--- src/rtl/mips_io_pkg.sv ---
`default_nettype none
// ============================================================================
// Module   : mips_io_pkg
// Purpose  : Shared types and sizing helpers for the MIPS port I/O bridge.
// Revision : 1.0
// ============================================================================
package mips_io_pkg;

    localparam int c_def_bus_width = 16;
    localparam int c_drop_cnt_w    = 8;

    typedef enum logic [0:0] {
        RX_EMPTY = 1'b0,
        RX_HELD  = 1'b1
    } rx_state_t;

    // Pointer width for a power-of-two depth; count needs one extra bit.
    function automatic int ptr_width(input int depth);
        return (depth > 1) ? $clog2(depth) : 1;
    endfunction

endpackage
`default_nettype wire

--- src/rtl/mips_io_bridge_io_sync_fifo.sv ---
`default_nettype none
// ============================================================================
// Module   : io_sync_fifo
// Purpose  : Show-ahead synchronous FIFO carrying processor port writes.
// Revision : 1.0
// ============================================================================
module io_sync_fifo
    import mips_io_pkg::*;
#(
    parameter int BUS_WIDTH  = c_def_bus_width,
    parameter int FIFO_DEPTH = 4
) (
    input  logic                 clk,
    input  logic                 rst,
    input  logic                 i_wr_en,
    input  logic [BUS_WIDTH-1:0] i_wr_data,
    input  logic                 i_rd_ready,
    output logic [BUS_WIDTH-1:0] o_rd_data,
    output logic                 o_rd_valid,
    output logic                 o_full,
    output logic                 o_pop
);

    localparam int c_ptr_w = ptr_width(FIFO_DEPTH);
    localparam int c_cnt_w = c_ptr_w + 1;

    logic [BUS_WIDTH-1:0] r_mem [FIFO_DEPTH];
    logic [c_ptr_w-1:0]   r_wr_ptr;
    logic [c_ptr_w-1:0]   r_rd_ptr;
    logic [c_cnt_w-1:0]   r_count;
    logic                 w_push;
    logic                 w_pop;

    assign o_rd_valid = (r_count != '0);
    assign o_full     = (r_count == c_cnt_w'(FIFO_DEPTH));
    assign w_pop      = o_rd_valid && i_rd_ready;
    // A pop frees a slot in the same edge, so a write into a full FIFO is kept.
    assign w_push     = i_wr_en && (!o_full || w_pop);
    assign o_pop      = w_pop;
    assign o_rd_data  = o_rd_valid ? r_mem[r_rd_ptr] : '0;

    always_ff @(posedge clk) begin
        if (w_push) begin
            r_mem[r_wr_ptr] <= i_wr_data;
        end
    end

    always_ff @(posedge clk) begin
        if (!rst) begin
            r_wr_ptr <= '0;
            r_rd_ptr <= '0;
            r_count  <= '0;
        end else begin
            if (w_push) begin
                r_wr_ptr <= r_wr_ptr + c_ptr_w'(1);
            end
            if (w_pop) begin
                r_rd_ptr <= r_rd_ptr + c_ptr_w'(1);
            end
            case ({w_push, w_pop})
                2'b10:   r_count <= r_count + c_cnt_w'(1);
                2'b01:   r_count <= r_count - c_cnt_w'(1);
                default: r_count <= r_count;
            endcase
        end
    end

endmodule
`default_nettype wire

--- src/rtl/mips_io_bridge.sv ---
`default_nettype none
// ============================================================================
// Module   : mips_io_bridge
// Purpose  : Peripheral endpoint of the processor port bus: output FIFO plus
//            one-word input holding register. MIPS_IO_DROP_CNT_EN adds drop_cnt.
// Revision : 1.0
// ============================================================================
module mips_io_bridge
    import mips_io_pkg::*;
#(
    parameter int BUS_WIDTH  = c_def_bus_width,
    parameter int FIFO_DEPTH = 4
) (
    input  logic                    clk,
    input  logic                    rst,
    input  logic [BUS_WIDTH-1:0]    cpu_out_data,
    input  logic                    cpu_out_en,
    output logic [BUS_WIDTH-1:0]    cpu_in_data,
    output logic                    cpu_in_valid,
    input  logic                    cpu_in_rd,
    output logic [BUS_WIDTH-1:0]    ext_tx_data,
    output logic                    ext_tx_valid,
    input  logic                    ext_tx_ready,
    input  logic [BUS_WIDTH-1:0]    ext_rx_data,
    input  logic                    ext_rx_valid,
    output logic                    ext_rx_ready,
    output logic                    out_full,
`ifdef MIPS_IO_DROP_CNT_EN
    output logic [c_drop_cnt_w-1:0] drop_cnt,
`endif
    output logic                    out_overflow
);

    logic                 w_pop;
    logic                 w_drop;
    logic                 r_overflow;
    rx_state_t            r_rx_state;
    rx_state_t            w_rx_next;
    logic                 w_rx_load;
    logic [BUS_WIDTH-1:0] r_hold;

    io_sync_fifo #(
        .BUS_WIDTH  (BUS_WIDTH),
        .FIFO_DEPTH (FIFO_DEPTH)
    ) u_out_fifo (
        .clk        (clk),
        .rst        (rst),
        .i_wr_en    (cpu_out_en),
        .i_wr_data  (cpu_out_data),
        .i_rd_ready (ext_tx_ready),
        .o_rd_data  (ext_tx_data),
        .o_rd_valid (ext_tx_valid),
        .o_full     (out_full),
        .o_pop      (w_pop)
    );

    assign w_drop       = cpu_out_en && out_full && !w_pop;
    assign out_overflow = r_overflow;

    always_ff @(posedge clk) begin
        if (!rst) begin
            r_overflow <= 1'b0;
        end else if (w_drop) begin
            r_overflow <= 1'b1;
        end
    end

`ifdef MIPS_IO_DROP_CNT_EN
    logic [c_drop_cnt_w-1:0] r_drop_cnt;

    always_ff @(posedge clk) begin
        if (!rst) begin
            r_drop_cnt <= '0;
        end else if (w_drop && (r_drop_cnt != '1)) begin
            r_drop_cnt <= r_drop_cnt + c_drop_cnt_w'(1);
        end
    end

    assign drop_cnt = r_drop_cnt;
`endif

    always_ff @(posedge clk) begin
        if (!rst) begin
            r_rx_state <= RX_EMPTY;
            r_hold     <= '0;
        end else begin
            r_rx_state <= w_rx_next;
            if (w_rx_load) begin
                r_hold <= ext_rx_data;
            end
        end
    end

    // Releasing the register costs a cycle: no refill in the read cycle.
    always_comb begin
        w_rx_next    = r_rx_state;
        w_rx_load    = 1'b0;
        ext_rx_ready = 1'b0;
        cpu_in_valid = 1'b0;
        case (r_rx_state)
            RX_EMPTY: begin
                ext_rx_ready = 1'b1;
                if (ext_rx_valid) begin
                    w_rx_load = 1'b1;
                    w_rx_next = RX_HELD;
                end
            end
            RX_HELD: begin
                cpu_in_valid = 1'b1;
                if (cpu_in_rd) begin
                    w_rx_next = RX_EMPTY;
                end
            end
            default: w_rx_next = RX_EMPTY;
        endcase
    end

    assign cpu_in_data = r_hold;

endmodule
`default_nettype wire

--- config.mk ---
export PLATFORM = sky130hd
export DESIGN_NAME = mips_io_bridge
export DESIGN_NICKNAME = d
export VERILOG_FILES = /design/src/rtl/mips_io_pkg.sv /design/src/rtl/mips_io_bridge_io_sync_fifo.sv /design/src/rtl/mips_io_bridge.sv
export SDC_FILE = /design/constraint.sdc
export NUM_CORES = 1
export LEC_CHECK = 0
export ABC_CLOCK_PERIOD_IN_PS = 2420
export CORE_UTILIZATION = 30
export CTS_CLUSTER_DIAMETER = 150
export DETAILED_ROUTE_END_ITERATION = 8
export MAX_ROUTING_LAYER = met4
export SYNTH_ARGS = -nofsm -noshare
export SYNTH_HDL_FRONTEND = slang
export SYNTH_SLANG_ARGS = --single-unit
--- constraint.sdc ---
create_clock -name clk -period 2.42 [get_ports clk]
set_clock_uncertainty 0.2 [all_clocks]
set_input_delay 0.484 -clock clk [delete_from_list [all_inputs] [get_ports clk]]
set_output_delay 0.484 -clock clk [all_outputs]
set_load 0.01 [all_outputs]
=== After elaboration in Yosys (flattened, before gate mapping) ===
Memories as Yosys holds them, arrays and structs flattened. A register that Yosys moved wholly into a read port is not among the register bits.
Index checks and enable logic that the tools add are counted.

* Magnitude comparators: 0
* Add/subtract/negate cells: 4
* Shift-type cells: 0
* Reductions and logical operators: 9
* Eq/ne operators: 3
* Div/mod/pow operators: 0
* Bitwise gates (word level): 1
* Multiplexer cells: 12
* $mul: 0

{| class="wikitable"
|+ Operator list
! kind !! count
|-
| 16-bit two-way mux || 1
|-
| 1-bit two-way mux || 7
|-
| 3-bit one-hot mux with 2 select lines || 1
|-
| 2-bit by 1-bit adder with 2-bit output (second input constant) || 2
|-
| 1-bit logical AND || 4
|-
| 2-bit two-way mux || 2
|-
| 3-bit by 1-bit adder with 3-bit output (second input constant) || 1
|-
| 3-bit == test (second input constant) || 1
|-
| 3-bit nonzero test || 1
|-
| 3-bit by 1-bit subtractor with 3-bit output (second input constant) || 1
|-
| 2-bit by 1-bit == test with 1-bit output (second input constant) || 1
|-
| 2-bit == test (second input constant) || 1
|-
| 1-bit zero test || 2
|-
| 1-bit one-hot mux with 2 select lines || 1
|-
| 2-bit nonzero test || 1
|-
| 1-bit logical OR || 1
|-
| 1-bit NOT || 1
|}

* Register bits: 25
* Word-level logic and storage cells: 36
* Latch bits: 0
* Memories: 1
* Input bits: 38
* Memory bits (read-only): 0
* Memory bits (writable): 64

{| class="wikitable"
|+ Memories
! name !! depth !! width !! read ports !! clocked after memory_dff !! wr ports !! RTL line !! text
|-
| u_out_fifo.r_mem || 4 || 16 || 1 || 1 || 1 || mips_io_bridge_io_sync_fifo.sv:27 || <nowiki>logic [BUS_WIDTH-1:0] r_mem [FIFO_DEPTH];</nowiki>
|}

=== Depth between registers and ports, before layout ===
* Depth in word-level cells: 6
* Depth in mapped cells: 9
* Mapped depth without buffers: 9

=== Modules after synthesis ===
A second synthesis with hierarchy kept.

* Cell total of the unflattened synthesis: 236
* Area, all modules: 3739.8 um^2

{| class="wikitable"
|+ By module, submodules not included
! module !! instances !! cells an instance !! area an instance (um^2)
|-
| io_sync_fifo || 1 || 157 || 3007.9
|-
| mips_io_bridge || 1 || 79 || 732.0
|}

=== Worst setup path after synthesis ===
No wires, ideal clock.

* Path type: register to register
* Start point: register u_out_fifo.r_count[0]
* End point: register u_out_fifo.r_count[2]
* Stages on the path, launching flop included: 10
* Clock period less this slack: 2.352 ns
* Slack: 0.068 ns
* Buffers on the path: 0
* Required time: 2.144 ns
* Data arrival time: 2.077 ns
* Path through: dfxtp_1 nor3b_2 a21boi_1 inv_1 ha_1 inv_1 fa_1 xor2_1 or3_1 a21boi_0

* Word-level cells in the longest chain between the ends: 6

{| class="wikitable"
|+ Ends and longest elaborated chain
! item !! RTL line !! text
|-
| from (decl) || mips_io_bridge_io_sync_fifo.sv:30 || <nowiki>logic [c_cnt_w-1:0] r_count;</nowiki>
|-
| from (signal assigned) || mips_io_bridge_io_sync_fifo.sv:61 || <nowiki>2'b10: r_count <= r_count + c_cnt_w'(1);</nowiki>
|-
| from (signal assigned) || mips_io_bridge_io_sync_fifo.sv:62 || <nowiki>2'b01: r_count <= r_count - c_cnt_w'(1);</nowiki>
|-
| from (signal assigned) || mips_io_bridge_io_sync_fifo.sv:63 || <nowiki>default: r_count <= r_count;</nowiki>
|-
| 3-bit == test (*) || mips_io_bridge_io_sync_fifo.sv:35 || <nowiki>assign o_full = (r_count == c_cnt_w'(FIFO_DEPTH));</nowiki>
|-
| via out_full || mips_io_bridge.sv:27 || <nowiki>output logic out_full,</nowiki>
|-
| 1-bit zero test (*) || mips_io_bridge_io_sync_fifo.sv:38 || <nowiki>assign w_push = i_wr_en && (!o_full || w_pop);</nowiki>
|-
| 1-bit logical OR (*) || mips_io_bridge_io_sync_fifo.sv:38 ||
|-
| 1-bit logical AND (*) || mips_io_bridge_io_sync_fifo.sv:38 ||
|-
| 2-bit by 1-bit == test with 1-bit output or 2-bit == test (tied branches) || mips_io_bridge_io_sync_fifo.sv:60 || <nowiki>case ({w_push, w_pop})</nowiki>
|-
| 3-bit one-hot mux with 2 select lines or 2-bit nonzero test (tied branches) || -- ||
|}

The timed path passes the listed nets; every way through them passes the cells marked *.
A chain may end at the register's enable or synchronous reset.

=== Final worst setup path ===
* Start point: register u_out_fifo.r_count[0]
* End point: output port ext_tx_valid

* Word-level cells in the longest chain between the ends: 1

{| class="wikitable"
|+ Ends and longest elaborated chain
! item !! RTL line !! text
|-
| 3-bit nonzero test || mips_io_bridge_io_sync_fifo.sv:34 || <nowiki>assign o_rd_valid = (r_count != '0);</nowiki>
|-
| to (decl) || mips_io_bridge.sv:22 || <nowiki>output logic ext_tx_valid,</nowiki>
|}

Every way passes these cells.

==> metrics.txt <==
Ant. Diodes=0; Clock Path Buffers=2; die area=~0.013 sq mm; Flop pwr share=0.395; maximum vdd drop=0.4751 mV; post-synth cell types=29; WP buf/inv=3; register area share after synthesis=0.6770; EDFF count, synth=64; crit path max fanout=20; max cap viols=0; commonest cells after routing, fill and taps aside=64 x edfxtp_1, 58 x clkdlybuf4s50_1, 39 x nand2_1, 26 x dfxtp_1, 17 x a21boi_0; post-route DRC violation count=3; failing checks=DRC, setup timing; Synth Register Bits=91; total core area=between 0.01 and 0.015 sq mm; Syn Inst Count=between 200 and 250; vias in the first global route=2200; leakage power=1.775 nW; WL/cell=14.65 um; CP Data Arrival Time=~1.7 ns; syn_area_per_cell=between 15 and 20 sq um; clk slew on worst S/H paths=roughly 0.06 ns; number of buffers created by CTS=9; slowest CP cell=clkdlybuf4s50_1; commonest non-fill, non-tap cell in the layout=edfxtp_1; hold depth=2; Post-CTS Hold Fix Bufs=0; Startpoint Class=register; Hold Path Class=reg2reg; layout filler cell count=approximately 1100; Synth area leader=edfxtp_1; Final min period=roughly 2.4 ns; P_sw=1.333 mW; vias after detailed routing=2151; FP Rows=39; count of final hold-check violations=0; gpl congestion=between 0.7 and 0.8; Nets=373; pre-CTS WS=-0.2795 ns; fraction of layout cells with a size suffix above 1=0.2252; WS Path Type=reg2out; synth top area cells=edfxtp_1 53%, dfxtp_1 15%, mux4_2 6.2%; largest net degree at the start of global routing=21; CTS tree=yes; Net Sw Frac=0.2769; family with the most delay on the worst path=buffers and inverters; Worst setup EP type=output port; main flop type after synthesis=edfxtp_1; port bufs=74; worst r2r path cells=9; Root Driver=clkbuf_16; gr usage total=0.1234; HPWL Detailed=4.542 mm; Max Fclk=~0.41 GHz; pwr dens=961.1 mW/mm^2; DRT Wirelength=6.973 mm; Pint=3.480 mW; clock sink count=91; die height=between 100 and 150 um; synth warn=0; asr flop ratio synth=0; worst-path cell chain=nor3_4 -> buf_12 -> inv_1 -> clkdlybuf4s50_1; initial antenna violation count=0; vias per cell=~4.5; worst slew pin tran=0.2365 ns; initial core utilization=0.3132; post-synthesis cell area=0.003637 sq mm; Worst-Skew Late Latency=0.33 ns; I/O pin count=75; Iter 0 DRT Violations=about 130; Hold Crit Endpoint=cpu_in_data[14]$_SDFFE_PN0P_; Required @ worst endpoint=1.74 ns; grt total ovfl=0; Die Wd=112.1 um; endpoints failing setup=1; Final Total Pwr=4.813 mW; Final Cycle Share=1.001; Post-Syn Nets=280; Comb power frac=0.323; CP peak stage delay=0.47 ns; status=complete, but fails checks; Reg-to-Reg Start=u_out_fifo.r_count[2]$_SDFFE_PN0P_; H-tree depth=3; final max-slew violation count=0; first-pass GRT wire length=approximately 11 mm; RSZ-0062 raised after global routing=true; clock share of power=0.282; Max-Slew Margin vs Limit=0.8418; worst setup margin=-0.002866 ns; Antenna Nets Post-Route=0; top-area cell type share of the netlist area=0.5284; hold wc startpoint=cpu_in_data[14]$_SDFFE_PN0P_; Area growth syn-to-layout=37.67%; FF-to-FF setup slack=between 0.1 and 0.15 ns; reg2reg end=u_out_fifo.r_count[2]$_SDFFE_PN0P_; drt pass-1 iters=6
[sequential cells by signal, summed over array words and instances (netlist names), named ones only]
name and flops:
cpu_in_data 16, out_overflow 1, r_rx_state 1, u_out_fifo.r_count 3
u_out_fifo.r_mem 64, u_out_fifo.r_rd_ptr 2, u_out_fifo.r_wr_ptr 2
[cell type report]
type,instances,area [sq um],share of cell area
clock buffers,10,229.0,0.04573
clock inverters,5,62.56,0.01249
multi-input cells,123,1089,0.2174
well taps,143,178.9,0.03573
flip-flops and latches,91,2466,0.4925
inverters,9,33.78,0.006747
repair buffers,95,948.4,0.1894
[cell families (layout without fill, tap and decap cells)]
family	Yosys count	after routing	synth area share
compound gates	26	26	0.04919
xor+xnor	2	2	0.004817
fa+ha+maj	6	6	0.02270
buf+inv	22	119	0.03233
flops	91	91	0.6770
mux	18	18	0.1108
simple gates	71	71	0.1032
[cells in the mapped netlist (all sizes together), types with 2 or more instances]
library cell   n
dfxtp         27
a21boi        19
mux4          16
inv            9
mux2i          2
or3            2
and2           7
nand2         39
buf            8
edfxtp        64
clkbuf         5
nor2b         18
o21ai          6
ha             5
[power by group through the flow]
stage	sequential [mW]	combinational, mW	clock, mW
after global placement	1.91	1.54	0
final	1.90	1.55	1.36
after global routing	1.92	1.69	1.46
after floorplan	1.90	0.819	0
after CTS	1.90	1.55	1.40
after detailed placement	1.92	1.55	0
[what timing repair did]
item | CTS | global route
resized for setup | 64 | 15
endpoints found under the setup margin | 17 | 14
buffers inserted | 5 | 0
cloned | 1 | 0
hold endpoints to repair | 0 | 0
[worst max-delay path by stage]
stage | startpoint | to | slack, ns | depth (start not counted)
after floorplan | u_out_fifo.r_count[0]$_SDFFE_PN0P_ | u_out_fifo.r_count[2]$_SDFFE_PN0P_ | 0.07 | 9
after CTS | register | ext_tx_data[15] | -0.04 | 4
final | u_out_fifo.r_count[0]$_SDFFE_PN0P_ | ext_tx_valid | -0.003 | 4
after detailed placement | ext_tx_ready | u_out_fifo.r_count[2]$_SDFFE_PN0P_ | -0.28 | 9
after global routing | u_out_fifo.r_count[2]$_SDFFE_PN0P_ | u_out_fifo.r_count[2]$_SDFFE_PN0P_ | -0.07 | 9
after global placement | ext_tx_ready | u_out_fifo.r_count[2]$_SDFFE_PN0P_ | -0.24 | 9
[worst min-delay path, cell delays in order, from the launching register on]
cell and delay (ns):
dfxtp_1 0.31, nand2_1 0.05, a21boi_1 0.06
[metrics by stage]
step / cells / hold slack [ns] / util / cell area [sq um] / TNS [ns]
2_1_floorplan: 236 / 0.2606 / - / 3637 / 0
3_3_place_gp: 456 / 0.2413 / 0.4035 / 4686 / -0.2985
3_5_place_dp: 456 / 0.2583 / 0.4035 / 4686 / -0.4452
4_1_cts: 477 / 0.2671 / 0.4309 / 5005 / -0.03699
5_1_grt: 476 / 0.2966 / 0.4312 / 5007 / -0.1483
6_report: 476 / 0.2628 / 0.4312 / 5007 / -0.002866
[layer usage]
layer | part of all wire | wire length [um] | vias to the layer above | GRT usage
met4 | 0.013 | 91 | 0 | 0.04267
met3 | 0.061 | 423 | 7 | 0.03240
met1 | 0.43 | 2998 | 1044 | 0.1433
met5 | 0 | 0 | - | -
li1 | - | - | 1033 | -
met2 | 0.50 | 3458 | 67 | 0.2075
Note: power is estimated with default switching activity, not from simulation.
